$ cat src/rtl/wb_queue.sv
// rtl/wb_queue.sv - writeback queue: load align/extend at enqueue, small FIFO feeding the register write port
module wb_queue #(
  parameter int DEPTH = 2,
  parameter int DW    = 32,
  parameter int AW    = 5
) (
  input  logic                   clk,
  input  logic                   rst,
  input  logic                   flush,
  input  logic                   in_valid,
  output logic                   in_ready,
  input  logic                   in_we,
  input  logic [AW-1:0]          in_waddr,
  input  logic [DW-1:0]          in_wdata,
  input  logic [2:0]             in_ld_type,
  input  logic [1:0]             in_addr_lo,
  input  logic [DW-1:0]          in_mem_rdata,
  input  logic                   wb_stall,
  output logic                   we,
  output logic [AW-1:0]          waddr,
  output logic [DW-1:0]          wdata,
  output logic [$clog2(DEPTH):0] count,
  output logic                   misalign_err
);
  localparam int PW = $clog2(DEPTH);

  localparam logic [2:0] LD_LB  = 3'b001;
  localparam logic [2:0] LD_LBU = 3'b010;
  localparam logic [2:0] LD_LH  = 3'b011;
  localparam logic [2:0] LD_LHU = 3'b100;
  localparam logic [2:0] LD_LW  = 3'b101;

  logic [PW-1:0] rd_ptr;
  logic [PW-1:0] wr_ptr;
  logic [PW:0]   cnt;

  logic          mem_we    [DEPTH];
  logic [AW-1:0] mem_waddr [DEPTH];
  logic [DW-1:0] mem_wdata [DEPTH];

  logic          push;
  logic          pop;
  logic          empty;
  logic [7:0]    ld_byte;
  logic [15:0]   ld_half;
  logic [DW-1:0] enq_data;
  logic          misaligned;
  logic          enq_we;

  assign empty    = (cnt == '0);
  assign in_ready = (cnt != (PW+1)'(DEPTH));
  assign push     = in_valid & in_ready & ~flush;
  assign pop      = ~empty & ~wb_stall & ~flush;
  assign count    = cnt;

  // Load lanes are little-endian; the halfword lane ignores addr_lo[0].
  always_comb begin
    ld_byte    = in_mem_rdata[7:0];
    ld_half    = in_addr_lo[1] ? in_mem_rdata[31:16] : in_mem_rdata[15:0];
    enq_data   = in_wdata;
    misaligned = 1'b0;
    case (in_addr_lo)
      2'd0:    ld_byte = in_mem_rdata[7:0];
      2'd1:    ld_byte = in_mem_rdata[15:8];
      2'd2:    ld_byte = in_mem_rdata[23:16];
      default: ld_byte = in_mem_rdata[31:24];
    endcase
    case (in_ld_type)
      LD_LB:  enq_data = {{(DW-8){ld_byte[7]}}, ld_byte};
      LD_LBU: enq_data = {{(DW-8){1'b0}}, ld_byte};
      LD_LH: begin
        enq_data   = {{(DW-16){ld_half[15]}}, ld_half};
        misaligned = in_addr_lo[0];
      end
      LD_LHU: begin
        enq_data   = {{(DW-16){1'b0}}, ld_half};
        misaligned = in_addr_lo[0];
      end
      LD_LW: begin
        enq_data   = in_mem_rdata;
        misaligned = (in_addr_lo != 2'b00);
      end
      default: enq_data = in_wdata;
    endcase
  end

  // Misaligned loads and writes to r0 still occupy a slot but never write.
  assign enq_we = in_we & ~misaligned & (in_waddr != '0);

  always_ff @(posedge clk) begin
    if (push) begin
      mem_we[wr_ptr]    <= enq_we;
      mem_waddr[wr_ptr] <= in_waddr;
      mem_wdata[wr_ptr] <= enq_data;
    end
  end

  always_ff @(posedge clk or negedge rst) begin
    if (!rst) begin
      rd_ptr       <= '0;
      wr_ptr       <= '0;
      cnt          <= '0;
      misalign_err <= 1'b0;
    end else begin
      misalign_err <= push & misaligned;
      if (flush) begin
        rd_ptr <= '0;
        wr_ptr <= '0;
        cnt    <= '0;
      end else begin
        if (push) wr_ptr <= wr_ptr + 1'b1;
        if (pop)  rd_ptr <= rd_ptr + 1'b1;
        case ({push, pop})
          2'b10:   cnt <= cnt + 1'b1;
          2'b01:   cnt <= cnt - 1'b1;
          default: cnt <= cnt;
        endcase
      end
    end
  end

  assign we    = pop & mem_we[rd_ptr];
  assign waddr = pop ? mem_waddr[rd_ptr] : '0;
  assign wdata = pop ? mem_wdata[rd_ptr] : '0;

endmodule
$ cat config.mk
export PLATFORM = sky130hd
export DESIGN_NAME = wb_queue
export DESIGN_NICKNAME = d
export VERILOG_FILES = /design/src/rtl/wb_queue.sv
export SDC_FILE = /design/constraint.sdc
export NUM_CORES = 1
export LEC_CHECK = 0
export BUFFER_PORTS_ARGS = -buffer_cell sky130_fd_sc_hd__buf_2
export CELL_PAD_IN_SITES_DETAIL_PLACEMENT = 1
export CELL_PAD_IN_SITES_GLOBAL_PLACEMENT = 1
export CORE_MARGIN = 1
export CORE_UTILIZATION = 44
export DETAILED_ROUTE_END_ITERATION = 7
export HOLD_SLACK_MARGIN = 0.12
export PLACE_DENSITY_LB_ADDON = 0.1
export SYNTH_ARGS = -nofsm -noshare
export SYNTH_HDL_FRONTEND = slang
export SYNTH_SLANG_ARGS = --single-unit
$ cat constraint.sdc
create_clock -name clk -period 6.65 [get_ports clk]
set_clock_uncertainty 0.15 [all_clocks]
set_input_delay 1.6625 -clock clk [delete_from_list [all_inputs] [get_ports clk]]
set_output_delay 1.6625 -clock clk [all_outputs]
set_load 0.01 [all_outputs]
# Yosys cells after proc, flatten, opt, wreduce, memory -nomap -nowiden
# Memory sizes are Yosys's and may differ from the RTL's.
# Cells that the tools add are included.
# word_totals
ff_bits	5
mem_bits_rw	76
in_bits	80
output_inout_bits	42
wordCells	55
memories	3
# op_classes
addsub	4
n_eq_ne	10
n_mux	14
bitwise	12
reduce_logical	8
# memory_table
memory	words	word_bits	rd	rd_ports_with_merged_regs	write_ports	line	rtl
mem_wdata	2	32	1	0	1	39	logic [DW-1:0] mem_wdata [DEPTH];
mem_waddr	2	5	1	0	1	38	logic [AW-1:0] mem_waddr [DEPTH];
mem_we	2	1	1	0	1	37	logic mem_we [DEPTH];
# op_table
cell	n
$pmux W32 S5	1
$mux W32	1
$pmux W8 S3	1
$mux W16	1
$and A1 B1 Y1	8
$eq A3 B2 Y1 const B	2
$eq A3 B3 Y1 const B	2
$mux W1	6
$reduce_bool A2 Y1	3
$mux W5	1
$reduce_bool A5 Y1	1
$eq A2 B1 Y1 const B	2
$eq A2 B2 Y1 const B	2
$logic_not A2 Y1	2
$not A1 Y1	4
$pmux W2 S2	1
$eq A3 B1 Y1 const B	1
$reduce_bool A3 Y1	1
$add A1 B1 Y1 const B	2
$add A2 B1 Y2 const B	1
$mux W2	1
$ne A2 B2 Y1 const B	1
$pmux W1 S2	1
$reduce_or A2 Y1	1
$sub A2 B1 Y2 const B	1

# Logic depth before layout (Yosys ltp)
# depth
word_depth	7
depth_mapped	8
ltp_nobuf	4

# Least setup slack after synthesis
# No wires, ideal clock.
# synth_timing
path_kind	input to register
startpoint	input flush
endpoint	memory mem_waddr[1][0], enable pin
setup_ns	0.488
arrival_time_ns	4.661
t_required_ns	6.012
path_slack_ns	1.350
stages	2
path_buffers	1
cell_sequence	clkbuf_1 > nor3b_1
# synth_via
elab_chain_len	4
# synth_rtl
item	line	rtl
start: declaration	9	input logic flush,
$not A1 Y1	52	assign push = in_valid & in_ready & ~flush;
$and A1 B1 Y1	52	
$mux W1	91	if (push) begin
$mux W1 (not written as such)	93	mem_waddr[wr_ptr] <= in_waddr;
end: declaration	38	
# No other way between the ends.

# Worst setup path after layout
# layout_timing
startpoint	input flush
endpoint	output wdata[28]
# layout_via
elab_chain_len	3
# layout_rtl
item	line	rtl
$not A1 Y1	53	assign pop = ~empty & ~wb_stall & ~flush;
$and A1 B1 Y1	53	
$mux W32	124	assign wdata = pop ? mem_wdata[rd_ptr] : '0;
end: declaration	21	output logic [DW-1:0] wdata,
# No other way between the ends.

==> flow_summary.toml <==
[clock_network]
cts_tree = "built"
cts_htree_levels = 3
cts.clk_slew.worst_paths_ns = 0.08
cts_resized = 0
holdBufCountCts = 0
cts_setup_buffers = 0
cts_sinks = 81
clk_latency_ns = 0.35
clockBufferDepth = 2
root_buffer = "clkbuf_8"
cts_made_buffers = 9

[final_layout]
final_cell_mix = "buf_2, nor2_1, edfxtp_1, nand2_1, mux2i_1"
drive_above_1_share_pct = 28.44
n_antenna_cell = 0
fillers = 1146
seq_area_um2 = 2409
final_cells = 671
multiInputGateArea_um2 = 1963
final_nets = 613
area_growth_pct = 18.31
final_common_cell = "buf_2"
final_util_pct = 54.34

[min_path]
min-delay-start = "wr_ptr"
hold_class = "reg -> reg"

[synth]
syn-instance-count = 429
yosys_warnings = 0
ys_types = 41
avgSynthCellArea_um2 = 10.61
syn-num-nets = 509
netlist_area_um2 = 4552
ys_ff_latch = 81
synth_flop_cell = "edfxtp_1"
synth_edf_count = 76
yosysSeqAreaShare_pct = 52.89
async_flop_share_pct = 6.173

[pwr]
p_int_mw = 0.8134
power_density_nw_per_um2 = 210.6
combPwrFrac_pct = 18.4
power.share.switching_pct = 28.27
pwr-share-seq_pct = 53.0
power.leakage_nw = 2.075
switchingPower_mw = 0.3206
p_clk_share_pct = 28.6
power_mw = 1.134
ir_worst_vdd_uv = 102.1

[sta]
max_slew_margin_pct = 20.72
fin_crit_sh_pct = 72.74
fin_ws_ns = 1.813
hold_violations = 0
max_freq_mhz = 206.7
worst_pin_slew_ns = 1.181
fin_tns_setup_ns = 0
min_period_ns = 4.837
rsz0062_at_grt = "false"
timing.final.setup_violations = 0
slew_violations = 0

[critical_path]
slowest_delay_ns = 0.58
r2r_end = "mem_wdata[1][30]"
ff2ff_setup_slack_ns = 4.53
r2r_cells = 4
endpoint = "wdata[28]"
path_max_fanout = 27
start_kind = "input pin"
slowest_stage = "or3_1"
criticalPathCategory = "in -> out"
crit_path_start = "flush"
crit_path_frequent_cell = "buf_2"
r2r_start = "count[0]"
crit_path_end_kind = "primary output"
required_ns = 4.84
crit_arrival_ns = 3.02
cp_cell_sequence = "buf_2, or3_1, buf_4, nor2_1, buf_2"

[die]
initial_utilization_pct = 45.93
ios = 122
die_h_um = 103.7
die_area_um2 = 10760
die_x_um = 103.7
row_count = 36
core_region_area_um2 = 9910

[route]
drt_iter0_markers = 152
first_pass_iters = 5
wl_per_cell_um = 19.75
vias = 3814
wl_mm = 13.25
via_per_inst = 5.684
ant_nets = 0
route.detailed.drc = 0

[global_route]
grt_antenna_before_repair = 0
grt_overflow = 0
grt_max_degree = 41
grt_pass1_vias = 4078
grt_usage_pct = 25.91
grt_pass1_wl_mm = 21.34

[place]
gp_congestion = 0.8705
hpwl_mm = 9.878
io_buffers = 121
dp.cells = 655
place_ws_ns = 1.815

[status]
outcome = "finished clean"

[job]
maxCapViolations = 0
## flip-flops by register name (all words and copies together), names as in the netlist
signal and count:
mem_wdata 64, mem_waddr 10, count 2, mem_we 2
misalign_err 1, rd_ptr 1, wr_ptr 1
## how the worst min path moves through the flow
stage | slack [ns] | to | cells after the start
after floorplan | 0.37 | wr_ptr | 2
after global placement | 0.41 | wr_ptr | 2
after detailed placement | 0.48 | wr_ptr | 2
after CTS | 0.53 | wr_ptr | 2
after global routing | 0.61 | count[1] | 2
final | 0.53 | wr_ptr | 2
## worst max-delay path: cells and delay by family
kind	cells	cell delay (ns)
buffers and inverters	3	0.62
AND/OR/NAND/NOR	2	0.73
## stage by stage
stage	hold WS (ns)	instance area, µm²
2_1_floorplan	0.3693	4552
3_3_place_gp	0.4119	5207
3_5_place_dp	0.4841	5207
4_1_cts	0.5318	5385
5_1_grt	0.6066	5385
6_report	0.5266	5385
## cell type report
type | count | share of cell area [%]
clock buffers | 9 | 2.300
clock inverters | 7 | 0.9991
inverters | 9 | 0.6273
multi-input cells | 307 | 36.45
flip-flops and latches | 81 | 44.73
well taps | 133 | 3.090
repair buffers | 125 | 11.80
## cell usage after synthesis (3+ instances only)
cell / instances / area, µm²
clkbuf_1: 13 / 48.80
a2111oi_1: 3 / 30.03
a211oi_1: 7 / 52.55
nor2b_1: 12 / 75.07
mux4_2: 8 / 180.2
nor2_1: 77 / 289.0
inv_1: 9 / 33.78
a21oi_1: 41 / 205.2
or3_1: 4 / 25.02
a32o_1: 7 / 70.07
dfrtp_1: 5 / 125.1
nand2_1: 46 / 172.7
edfxtp_1: 76 / 2282
buf_2: 15 / 75.07
o22ai_1: 9 / 56.30
mux2i_1: 42 / 420.4
o21ai_0: 11 / 55.05
o32a_1: 8 / 80.08
a2111oi_0: 4 / 35.03
and2_1: 7 / 43.79
## power by group through the flow
stage	combinational (mW)	clock [mW]	sequential [mW]
final	0.208	0.324	0.602
after global routing	0.228	0.354	0.604
after CTS	0.209	0.333	0.602
after detailed placement	0.209	0	0.613
after global placement	0.201	0	0.611
after floorplan	0.130	0	0.612
## kinds of logic after synthesis
logic type      synth area share (%)
simple gates                   14.79
compound gates                 14.73
flops                          52.89
mux                            13.19
buf+inv                        4.206
xor+xnor                      0.1924
## layer usage
metal  up-vias  share of wire, %  routed length [µm]  track usage [%]
li1       1798                 -                   -                -
met3        15               5.3                 700            4.531
met2       123                50                6609            44.44
met5         -                 0                   0                0
met4         0               1.8                 241            9.490
met1      1878                43                5698            32.89
No activity file was read; power rests on OpenSTA's default activity.
